===== src/rtl/modem_pkg.sv =====
// Shared definitions for the 2-bit-per-symbol modulator/demodulator pair:
// symbol timing defaults, symbol-to-chip mapping and FSM state encoding.
package modem_pkg;

    localparam int FREQ_DIV_DEFAULT = 128;
    localparam int CNT_W_DEFAULT    = 8;

    // Chip pair per symbol, packed as {chipA, chipB}
    localparam logic [1:0] CHIPS_SYM00 = 2'b00;
    localparam logic [1:0] CHIPS_SYM01 = 2'b10;
    localparam logic [1:0] CHIPS_SYM10 = 2'b11;
    localparam logic [1:0] CHIPS_SYM11 = 2'b01;

    typedef enum logic {
        ST_IDLE = 1'b0,
        ST_SEND = 1'b1
    } mod_state_t;

    function automatic logic [1:0] sym_to_chips(input logic [1:0] sym);
        logic [1:0] chips;
        case (sym)
            2'b00:   chips = CHIPS_SYM00;
            2'b01:   chips = CHIPS_SYM01;
            2'b10:   chips = CHIPS_SYM10;
            default: chips = CHIPS_SYM11;
        endcase
        return chips;
    endfunction

endpackage


===== src/rtl/symbol_modulator_if.sv =====
// Symbol input handshake plus modulated outputs of the symbol modulator.
// The source side uses master, the modulator uses slave.
interface symbol_modulator_if;
    logic [1:0] sym_in;
    logic       sym_valid;
    logic       sym_ready;
    logic       dout;
    logic       clk_symbol;
    logic       busy;

    modport master (
        output sym_in,
        output sym_valid,
        input  sym_ready,
        input  dout,
        input  clk_symbol,
        input  busy
    );

    modport slave (
        input  sym_in,
        input  sym_valid,
        output sym_ready,
        output dout,
        output clk_symbol,
        output busy
    );
endinterface


===== src/rtl/symbol_phase_counter.sv =====
// Phase counter within one symbol period; restart has priority over enable.
// last flags the final phase so the FSM can load the next symbol seamlessly.
module symbol_phase_counter #(
    parameter int FREQ_DIV = 128,
    parameter int CNT_W    = 8
) (
    input  logic             clk,
    input  logic             reset,
    input  logic             enable,
    input  logic             restart,
    output logic [CNT_W-1:0] phase,
    output logic             last
);

    localparam logic [CNT_W-1:0] PHASE_LAST = CNT_W'(FREQ_DIV - 1);

    logic [CNT_W-1:0] phase_q;

    always_ff @(posedge clk or negedge reset) begin
        if (!reset) begin
            phase_q <= '0;
        end else if (restart) begin
            phase_q <= '0;
        end else if (enable) begin
            phase_q <= phase_q + 1'b1;
        end
    end

    assign phase = phase_q;
    assign last  = (phase_q == PHASE_LAST);

endmodule


===== src/rtl/symbol_modulator.sv =====
// Transmit-side modulator: one-entry hold buffer feeding a two-state FSM that
// emits chipA, chipB, then silence per symbol, with a strobe on phase 0.
module symbol_modulator
    import modem_pkg::*;
#(
    parameter int FREQ_DIV = FREQ_DIV_DEFAULT,
    parameter int CNT_W    = CNT_W_DEFAULT
) (
    input  logic                clk,
    input  logic                reset,
    symbol_modulator_if.slave   bus
);

    localparam logic [CNT_W-1:0] PHASE_QUARTER = CNT_W'(FREQ_DIV / 4);
    localparam logic [CNT_W-1:0] PHASE_HALF    = CNT_W'(FREQ_DIV / 2);

    mod_state_t       state_q, state_d;
    logic [1:0]       hold_sym_q;
    logic             hold_full_q, hold_full_d;
    logic [1:0]       cur_q, cur_d;
    logic             dout_q, dout_d;
    logic             strobe_q, strobe_d;

    logic             sym_ready;
    logic             accept;
    logic             load;
    logic             cnt_enable;
    logic             cnt_restart;
    logic [CNT_W-1:0] phase;
    logic [CNT_W-1:0] phase_nx;
    logic             phase_last;
    logic [1:0]       cur_chips;
    logic [1:0]       hold_chips;

    // Ready is gated by reset so nothing is taken while the block is held.
    assign sym_ready  = !hold_full_q && reset;
    assign accept     = bus.sym_valid && sym_ready;
    assign phase_nx   = phase + 1'b1;
    assign cur_chips  = sym_to_chips(cur_q);
    assign hold_chips = sym_to_chips(hold_sym_q);

    symbol_phase_counter #(
        .FREQ_DIV (FREQ_DIV),
        .CNT_W    (CNT_W)
    ) u_phase (
        .clk     (clk),
        .reset   (reset),
        .enable  (cnt_enable),
        .restart (cnt_restart),
        .phase   (phase),
        .last    (phase_last)
    );

    // Outputs are computed for the phase the counter will hold after this edge.
    always_comb begin
        state_d     = state_q;
        cur_d       = cur_q;
        load        = 1'b0;
        cnt_enable  = 1'b0;
        cnt_restart = 1'b0;
        dout_d      = 1'b0;
        strobe_d    = 1'b0;

        case (state_q)
            ST_IDLE: begin
                if (hold_full_q) begin
                    load = 1'b1;
                end
            end
            ST_SEND: begin
                if (!phase_last) begin
                    cnt_enable = 1'b1;
                    if (phase_nx < PHASE_QUARTER) begin
                        dout_d = cur_chips[1];
                    end else if (phase_nx < PHASE_HALF) begin
                        dout_d = cur_chips[0];
                    end
                end else if (hold_full_q) begin
                    load = 1'b1;
                end else begin
                    state_d     = ST_IDLE;
                    cnt_restart = 1'b1;
                end
            end
            default: begin
                state_d     = ST_IDLE;
                cnt_restart = 1'b1;
            end
        endcase

        if (load) begin
            state_d     = ST_SEND;
            cur_d       = hold_sym_q;
            cnt_restart = 1'b1;
            strobe_d    = 1'b1;
            dout_d      = hold_chips[1];
        end
    end

    // Accept and load are mutually exclusive because ready is low while full.
    always_comb begin
        hold_full_d = hold_full_q;
        if (accept) begin
            hold_full_d = 1'b1;
        end else if (load) begin
            hold_full_d = 1'b0;
        end
    end

    always_ff @(posedge clk or negedge reset) begin
        if (!reset) begin
            state_q     <= ST_IDLE;
            cur_q       <= '0;
            hold_sym_q  <= '0;
            hold_full_q <= 1'b0;
            dout_q      <= 1'b0;
            strobe_q    <= 1'b0;
        end else begin
            state_q     <= state_d;
            cur_q       <= cur_d;
            hold_full_q <= hold_full_d;
            dout_q      <= dout_d;
            strobe_q    <= strobe_d;
            if (accept) begin
                hold_sym_q <= bus.sym_in;
            end
        end
    end

    assign bus.sym_ready  = sym_ready;
    assign bus.dout       = dout_q;
    assign bus.clk_symbol = strobe_q;
    assign bus.busy       = (state_q == ST_SEND);

endmodule


===== src/flat_wrapper.sv =====
// flat-port wrapper written by rule: the top's interface ports become plain ports
module symbol_modulator_flat import modem_pkg::*;
#(
    parameter int FREQ_DIV = FREQ_DIV_DEFAULT,
    parameter int CNT_W    = CNT_W_DEFAULT
)
  (clk, reset, bus_sym_in, bus_sym_valid, bus_sym_ready, bus_dout, bus_clk_symbol, bus_busy);
  symbol_modulator_if bus_i ();
  input  logic clk;
  input  logic reset;
  input wire logic [$bits(bus_i.sym_in)-1:0] bus_sym_in;
  input wire logic [$bits(bus_i.sym_valid)-1:0] bus_sym_valid;
  output wire logic [$bits(bus_i.sym_ready)-1:0] bus_sym_ready;
  output wire logic [$bits(bus_i.dout)-1:0] bus_dout;
  output wire logic [$bits(bus_i.clk_symbol)-1:0] bus_clk_symbol;
  output wire logic [$bits(bus_i.busy)-1:0] bus_busy;
  assign bus_i.sym_in = bus_sym_in;
  assign bus_i.sym_valid = bus_sym_valid;
  assign bus_sym_ready = bus_i.sym_ready;
  assign bus_dout = bus_i.dout;
  assign bus_clk_symbol = bus_i.clk_symbol;
  assign bus_busy = bus_i.busy;
  symbol_modulator #(.FREQ_DIV(FREQ_DIV), .CNT_W(CNT_W)) u_core (.clk(clk), .reset(reset), .bus(bus_i));
endmodule

===== config.mk =====
export PLATFORM = sky130hd
export DESIGN_NAME = symbol_modulator_flat
export DESIGN_NICKNAME = d
export VERILOG_FILES = /design/src/rtl/modem_pkg.sv /design/src/rtl/symbol_modulator_if.sv /design/src/rtl/symbol_phase_counter.sv /design/src/rtl/symbol_modulator.sv /design/src/flat_wrapper.sv
export SDC_FILE = /design/constraint.sdc
export NUM_CORES = 1
export LEC_CHECK = 0
export CORE_MARGIN = 2
export CORE_UTILIZATION = 45
export DETAILED_ROUTE_END_ITERATION = 10
export GPL_TIMING_DRIVEN = 1
export PLACE_DENSITY = 0.66
export SLEW_MARGIN = 20
export SYNTH_ARGS = -nofsm -noshare
export SYNTH_HDL_FRONTEND = slang
export SYNTH_SLANG_ARGS = --single-unit

===== constraint.sdc =====
create_clock -name clk -period 3.1 [get_ports clk]
set_input_delay 0.62 -clock clk [delete_from_list [all_inputs] [get_ports clk]]
set_output_delay 0.62 -clock clk [all_outputs]
set_load 0.1 [all_outputs]

==> results of run 1 <==
[sequential cells by signal (all words and copies together) (netlist names)]
name and cells:
u_core.u_phase.phase 8, u_core.cur_q 2, u_core.hold_sym_q 2, u_core.bus.busy 1, u_core.bus.clk_symbol 1, u_core.bus.dout 1, u_core.hold_full_q 1
[metrics by stage]
stage	hold slack (ns)	utilization	cells
6_report	0.560	0.572	121
5_1_grt	0.596	0.572	121
4_1_cts	0.567	0.572	121
3_5_place_dp	0.547	0.551	117
3_3_place_gp	0.533	0.551	117
2_1_floorplan	0.324	-	86
[per-layer routing]
metal | vias up | share of wire | global-route usage
met5 | - | 0 | 0
met3 | 4 | 0.023 | 0.0226
li1 | 323 | - | -
met1 | 313 | 0.50 | 0.231
met4 | 0 | 0.019 | 0.0973
met2 | 9 | 0.46 | 0.261
[worst min-delay path by stage]
| stage | end | cells past startpoint |
|---|---|---|
| floorplan | u_core.bus.busy$_DFF_PN0_ | 0 |
| global placement | u_core.u_phase.phase[1]$_DFFE_PN0P_ | 2 |
| detailed placement | u_core.cur_q[0]$_DFFE_PN0P_ | 1 |
| CTS | u_core.cur_q[0]$_DFFE_PN0P_ | 1 |
| global route | u_core.cur_q[1]$_DFFE_PN0P_ | 1 |
| finish | u_core.cur_q[1]$_DFFE_PN0P_ | 1 |
[power by group]
part           switching, mW  internal (mW)
clock network         0.0645         0.0715
logic                 0.0290         0.0320
registers             0.0150          0.224
[cells in the mapped netlist, types with 2 or more instances]
| cell type | n | area share |
|---|---|---|
| nand3_1 | 4 | 0.023 |
| a21oi_1 | 4 | 0.023 |
| mux2_4 | 2 | 0.035 |
| nor2_1 | 2 | 0.0087 |
| nand2_4 | 2 | 0.026 |
| nor2b_1 | 4 | 0.029 |
| inv_1 | 5 | 0.022 |
| ha_1 | 3 | 0.043 |
| o22ai_1 | 3 | 0.022 |
| mux2_2 | 2 | 0.026 |
| nand2_1 | 10 | 0.043 |
| o21ai_0 | 9 | 0.052 |
| or3_1 | 2 | 0.014 |
| dfrtp_1 | 16 | 0.46 |
[worst max-delay path: stages]
cell and delay [ns]:
clkdlybuf4s50_1 0.51, nor2b_1 0.29, buf_12 0.22
[cell families after synthesis]
| group | count (synthesis) | share of synthesized area |
|---|---|---|
| xor+xnor | 1 | 0.0101 |
| mux | 5 | 0.0722 |
| buf+inv | 9 | 0.0447 |
| flops | 16 | 0.462 |
| fa+ha+maj | 3 | 0.0433 |
| simple gates | 31 | 0.203 |
| compound gates | 21 | 0.165 |
[area by class of cell]
class / count / area, µm² / share of cell area
Clock buffer: 4 / 36.3 / 0.0360
Tap cell: 25 / 31.3 / 0.0310
Timing Repair Buffer: 9 / 90.1 / 0.0893
Inverter: 6 / 22.5 / 0.0223
Multi-Input combinational cell: 61 / 428 / 0.424
Sequential cell: 16 / 400 / 0.397
==> flow_summary.ini, run 1 <==
[cells_and_area]
final_cell_mix = dfrtp_1, nand2_1, o21ai_0
stdcell_area_um2 = 1010
drive_gt1_frac = 0.188
area_growth_syn_to_layout_pct = 16.3
antennaDiodeCount = 0
nNetsFinal = 105
layout_commonest_cell = dfrtp_1
n_fill_cell = 161

[logic_synthesis]
ys_warn_count = 0
syn_avg_cell_area_um2 = 10.1
syn-cell-area_um2 = 867
ys.flop_type = dfrtp_1
syn_nets = 94
synth_cell_types = 32
ys_async_sr_fraction = 1.00
synth_cells = 86
seq_area_frac_synth = 0.462
synth_seq_cells = 16
synth_edf_count = 0

[clock_tree]
cts_buffers = 3
postCtsResizedCells = 0
htreeDepth = 1
cts_root_buffer = clkbuf_4
cts_tree = done
clkTransAtPathRegs_ns = 0.09
cts_setup_buffers = 0
hold_buffers = 0
clk_latency_ns = 0.28
cts_buffer_depth = 2
clkSinkCount = 16

[setup_path]
rr_worst_depth = 5
cp-startpoint = reset
crit_fanout = 2
crit_end = bus_sym_ready
r2r-end = u_core.cur_q[0]$_DFFE_PN0P_
cp_data_required_time_ns = 2.48
regToRegStartpoint = u_core.u_phase.phase[0]$_DFFE_PN0P_
r2r_slack_ns = 1.24
start_kind = primary input
end_kind = primary output
cp.arrival_ns = 1.64
critPathKind = in2out

[sta]
slew_violations = 0
fin_skew_ns = 0.000713
tns_ns = 0
hold_violations = 0
fin_ws_ns = 0.841
fin_crit_ns = 2.26
max_slew_margin = 0.603
post-route-period-util = 0.729
max_freq_mhz = 443
rsz0062_at_grt = false
setup_viol = 0
worst_slew_pin_slew_ns = 0.593

[flow_run]
cap_violations = 0

[global_route]
grt_start_max_net_pins = 17
antenna_found_initial = 0
grtUsageTotal = 0.171
grt_pass1_wl_um = 2620
grt-ovfl-total = 0
grt_pass1_vias = 607

[detailed_routing]
first_pass_iters = 2
antenna_left = 0
drc = 0
num_vias = 649
routed_wl_um = 1490
drt_iter0_markers = 7
viasPerCell = 5.36
wl_per_cell_um = 12.3

[floorplan]
dieArea_um2 = 2290
die_h_um = 47.9
num_rows = 15
num_io_pins = 9
start_util = 0.491
die_x_um = 47.9
fp.coreArea_um2 = 1760

[power]
power.total_uw = 436
ir_drop_uv = 290
p_leak_nw = 0.447
pwr_density_cell_nw_per_um2 = 432

[placed_design]
gp_congestion = 0.761
io_buffers = 8
post_dp_cell_area_um2 = 972
place_ws_ns = 0.854
hpwl_um = 1140

[run_status]
outcome = complete, no violations

[min_path]
hold_start = u_core.hold_sym_q[1]$_DFFE_PN0P_
hold_class = reg2reg
Power figures use the tool's default switching activity.
==> run 2: changes to the inputs <==
--- a/config.mk
+++ b/config.mk
@@ -9,7 +9,7 @@
 export CORE_UTILIZATION = 45
 export DETAILED_ROUTE_END_ITERATION = 10
 export GPL_TIMING_DRIVEN = 1
-export PLACE_DENSITY = 0.66
+export PLACE_DENSITY = 0.68
 export SLEW_MARGIN = 20
 export SYNTH_ARGS = -nofsm -noshare
 export SYNTH_HDL_FRONTEND = slang
==> constraint.sdc (replaced) <==
create_clock -name clk -period 1.8 [get_ports clk]
set_input_delay 0.36 -clock clk [delete_from_list [all_inputs] [get_ports clk]]
set_output_delay 0.36 -clock clk [all_outputs]
set_load 0.1 [all_outputs]
==> flow_summary.ini, run 2 (same netlist as run 1, synthesis figures left out) <==
[run_status]
outcome = complete, no violations

[clock_tree]
htreeDepth = 1
cts_buffer_depth = 2
hold_buffers = 0
clkTransAtPathRegs_ns = 0.10
cts_setup_buffers = 0
cts_buffers = 3
cts_tree = done
cts_root_buffer = clkbuf_4
clk_latency_ns = 0.28
postCtsResizedCells = 0
clkSinkCount = 16

[global_route]
grt_start_max_net_pins = 17
grtUsageTotal = 0.185
grt-ovfl-total = 0
grt_pass1_wl_um = 2950
antenna_found_initial = 0
grt_pass1_vias = 685

[detailed_routing]
wl_per_cell_um = 13.0
drt_iter0_markers = 23
first_pass_iters = 5
routed_wl_um = 1670
num_vias = 701
antenna_left = 0
drc = 0
viasPerCell = 5.48

[cells_and_area]
antennaDiodeCount = 0
layout_commonest_cell = dfrtp_1
utilization = 0.628
drive_gt1_frac = 0.262
final_cell_mix = dfrtp_1, nand2_1, o21ai_0
nNetsFinal = 112
area_growth_syn_to_layout_pct = 27.7
final_cell_count_no_fill = 128
largest_reg_flops = 8

[setup_path]
r2r_slack_ns = 0.15
crit_fanout = 3
regToRegStartpoint = u_core.u_phase.phase[0]$_DFFE_PN0P_
r2r-end = u_core.bus.dout$_DFF_PN0_
rr_worst_depth = 6
cp.arrival_ns = 1.85
critPathKind = reg2reg
end_kind = register
start_kind = register
cp_data_required_time_ns = 2.00

[floorplan]
num_rows = 15
num_io_pins = 9
die_h_um = 47.9
dieArea_um2 = 2290
fp.coreArea_um2 = 1760
start_util = 0.491
die_x_um = 47.9

[placed_design]
place_ws_ns = 0.187
io_buffers = 8
place_inst = 124
hpwl_um = 1270
gp_congestion = 0.838

[sta]
fin_skew_ns = 0.00821
setup_viol = 0
slew_violations = 0
max_freq_mhz = 607
fin_ws_ns = 0.152
hold_violations = 0
tns_ns = 0
worst_slew_pin_slew_ns = 0.469
post-route-period-util = 0.916
fin_crit_ns = 1.65
max_slew_margin = 0.686
rsz0062_at_grt = false

[min_path]
hold_class = in2async

[flow_run]
cap_violations = 0

[power]
ir_drop_uv = 457
p_leak_nw = 0.498
pwr_density_cell_nw_per_um2 = 688
==> run 2: stage by stage <==
step	power [mW]	hold slack, ns	area, µm²
finish	0.762	0.469	1110
global route	0.805	0.485	1110
CTS	0.770	0.464	1110
detailed placement	0.535	0.538	1070
global placement	0.530	0.531	1070
floorplan	0.489	0.0644	876
==> run 2: cell type report <==
type	instances	area (µm²)
tap	25	31.3
timing repair buffer	16	180
inverter	6	22.5
clock buffer	4	36.3
sequential	16	402
fill	158	657
multi-input combinational	61	435
==> run 2: worst max-delay path by stage <==
| stage | start | to | slack [ns] | cells past startpoint |
|---|---|---|---|---|
| after floorplan | u_core.u_phase.phase[0]$_DFFE_PN0P_ | u_core.cur_q[0]$_DFFE_PN0P_ | 0.15 | 5 |
| after global placement | reset | bus_sym_ready | 0.19 | 3 |
| after detailed placement | u_core.u_phase.phase[0]$_DFFE_PN0P_ | u_core.u_phase.phase[3]$_DFFE_PN0P_ | 0.19 | 6 |
| after CTS | u_core.u_phase.phase[0]$_DFFE_PN0P_ | u_core.u_phase.phase[3]$_DFFE_PN0P_ | 0.16 | 6 |
| after global routing | u_core.u_phase.phase[0]$_DFFE_PN0P_ | u_core.bus.dout$_DFF_PN0_ | 0.01 | 6 |
| final | u_core.u_phase.phase[0]$_DFFE_PN0P_ | u_core.bus.dout$_DFF_PN0_ | 0.15 | 6 |
==> run 2: where the power goes <==
group | switching, mW | leakage [nW] | total, mW | internal [mW]
sequential | 0.0310 | 0.198 | 0.416 | 0.385
clock | 0.112 | 0.0210 | 0.235 | 0.123
combinational | 0.0512 | 0.279 | 0.111 | 0.0598
==> run 2: worst max-delay path: stages (launching register included) <==
cell	delay, ns
dfrtp_1	0.40
ha_1	0.23
buf_4	0.15
and3_1	0.20
a311oi_1	0.28
o21ai_0	0.12
o22ai_1	0.20
==> run 2: per-layer routing <==
layer | part of all wire | GRT usage
met5 | 0 | 0
met4 | 0.013 | 0.0811
met3 | 0.067 | 0.0566
met2 | 0.49 | 0.293
met1 | 0.43 | 0.233
==> run 3: changes to the inputs <==
--- a/config.mk
+++ b/config.mk
@@ -10,6 +10,7 @@
 export DETAILED_ROUTE_END_ITERATION = 10
 export GPL_TIMING_DRIVEN = 1
 export PLACE_DENSITY = 0.68
+export SETUP_SLACK_MARGIN = 0.05
 export SLEW_MARGIN = 20
 export SYNTH_ARGS = -nofsm -noshare
 export SYNTH_HDL_FRONTEND = slang
==> flow_summary.ini, run 3 (same netlist as run 1, synthesis figures left out) <==
[run_status]
outcome = complete, no violations

[flow_run]
cap_violations = 0

[power]
p_int_uw = 568
p_clk_frac = 0.308
p_leak_nw = 0.499
pwr-share-seq = 0.546
switchingPower_uw = 194
pwr_density_cell_nw_per_um2 = 684
combPwrFrac = 0.146
ir_drop_uv = 457
swShare = 0.254

[placed_design]
place_inst = 124
hpwl_um = 1270
gp_congestion = 0.838
io_buffers = 8

[detailed_routing]
drc = 0
wl_per_cell_um = 13.5
num_vias = 694
routed_wl_um = 1730
drt_iter0_markers = 18
antenna_left = 0
viasPerCell = 5.42
first_pass_iters = 6

[cells_and_area]
utilization = 0.631
layout_commonest_cell = dfrtp_1
largest_reg_flops = 8
n_fill_cell = 160
drive_gt1_frac = 0.272
nNetsFinal = 112
antennaDiodeCount = 0
area_growth_syn_to_layout_pct = 28.4
final_cell_count_no_fill = 128
final_cell_mix = dfrtp_1, nand2_1, o21ai_0

[global_route]
antenna_found_initial = 0
grt_pass1_wl_um = 2950
grt-ovfl-total = 0
grt_start_max_net_pins = 17
grtUsageTotal = 0.185
grt_pass1_vias = 685

[sta]
max_freq_mhz = 602
setup_viol = 0
slew_violations = 0
whs_ns = 0.469
max_slew_margin = 0.687
post-route-period-util = 0.922
fin_crit_ns = 1.66
worst_slew_pin_slew_ns = 0.467
tns_ns = 0
rsz0062_at_grt = false
hold_violations = 0
fin_skew_ns = 0.00826

[setup_path]
critPathKind = reg2reg
cp_data_required_time_ns = 2.00
end_kind = register
cp.arrival_ns = 1.86
slowest_delay_ns = 0.40
crit_fanout = 3
start_kind = register
crit_path_cell_trace = ha_1 -> buf_4 -> and3_1 -> a311oi_2 -> o21ai_0 -> o22ai_1
cp_slowest_cell = dfrtp_1

[clock_tree]
clk_latency_ns = 0.28
cts_root_buffer = clkbuf_4
cts_tree = done
clkTransAtPathRegs_ns = 0.10
clkSinkCount = 16
cts_buffer_depth = 2
htreeDepth = 1
cts_setup_buffers = 0
cts_buffers = 3

[floorplan]
num_io_pins = 9
num_rows = 15
die_x_um = 47.9
dieArea_um2 = 2290
start_util = 0.491
fp.coreArea_um2 = 1760
die_h_um = 47.9

[min_path]
hold_class = in2async
[run 3: area by class of cell]
| cell class | instances | area [µm²] | area share |
|---|---|---|---|
| Tap cell | 25 | 31.3 | 0.0281 |
| Multi-Input combinational cell | 61 | 442 | 0.397 |
| Sequential cell | 16 | 402 | 0.361 |
| Inverter | 6 | 22.5 | 0.0202 |
| Clock buffer | 4 | 36.3 | 0.0326 |
| Timing Repair Buffer | 16 | 180 | 0.162 |
[run 3: power by group through the flow]
stage / clock, mW / combinational [mW] / sequential (mW)
floorplan: 0 / 0.0668 / 0.423
global placement: 0 / 0.110 / 0.420
detailed placement: 0 / 0.112 / 0.423
CTS: 0.242 / 0.112 / 0.416
global route: 0.262 / 0.120 / 0.423
finish: 0.235 / 0.111 / 0.416
[run 3: what timing repair did]
action | 4_1_cts | 5_1_grt
gates resized for setup | 0 | 1
setup endpoints to repair | 0 | 1
hold buffers | 0 | 0
[run 3: metrics by stage]
step	total power, mW	worst slack [ns]	instance area, µm²
floorplan	0.489	0.154	876
global placement	0.530	0.185	1070
detailed placement	0.535	0.187	1070
CTS	0.770	0.165	1110
global route	0.805	0.0294	1110
finish	0.762	0.140	1110
[run 3: path summary, 6_finish.rpt]
path | from | end | slack, ns | cells past startpoint
max | u_core.u_phase.phase[0]$_DFFE_PN0P_ | u_core.bus.dout$_DFF_PN0_ | 0.14 | 6
min | reset | u_core.bus.dout$_DFF_PN0_ | 0.47 | 2
max reg2reg | u_core.u_phase.phase[0]$_DFFE_PN0P_ | u_core.bus.dout$_DFF_PN0_ | 0.14 | 6
min reg2reg | u_core.cur_q[0]$_DFFE_PN0P_ | u_core.cur_q[0]$_DFFE_PN0P_ | 0.56 | 1
max in group asynchronous | reset | u_core.bus.busy$_DFF_PN0_ | 1.12 | 2
min in group clk | u_core.cur_q[0]$_DFFE_PN0P_ | u_core.cur_q[0]$_DFFE_PN0P_ | 0.56 | 1
[run 3: routing by layer]
layer  global-route usage  wire (µm)
met1                0.233        769
met2                0.293        854
met3               0.0566         89
met4               0.0811         21
met5                    0          0
[run 3: worst max-delay path: cells and delay by family, from the launching register on]
family | cells | cell delay [ns]
fa+ha+maj | 1 | 0.24
compound gates | 3 | 0.58
simple gates | 1 | 0.21
buf+inv | 1 | 0.15
flops | 1 | 0.40
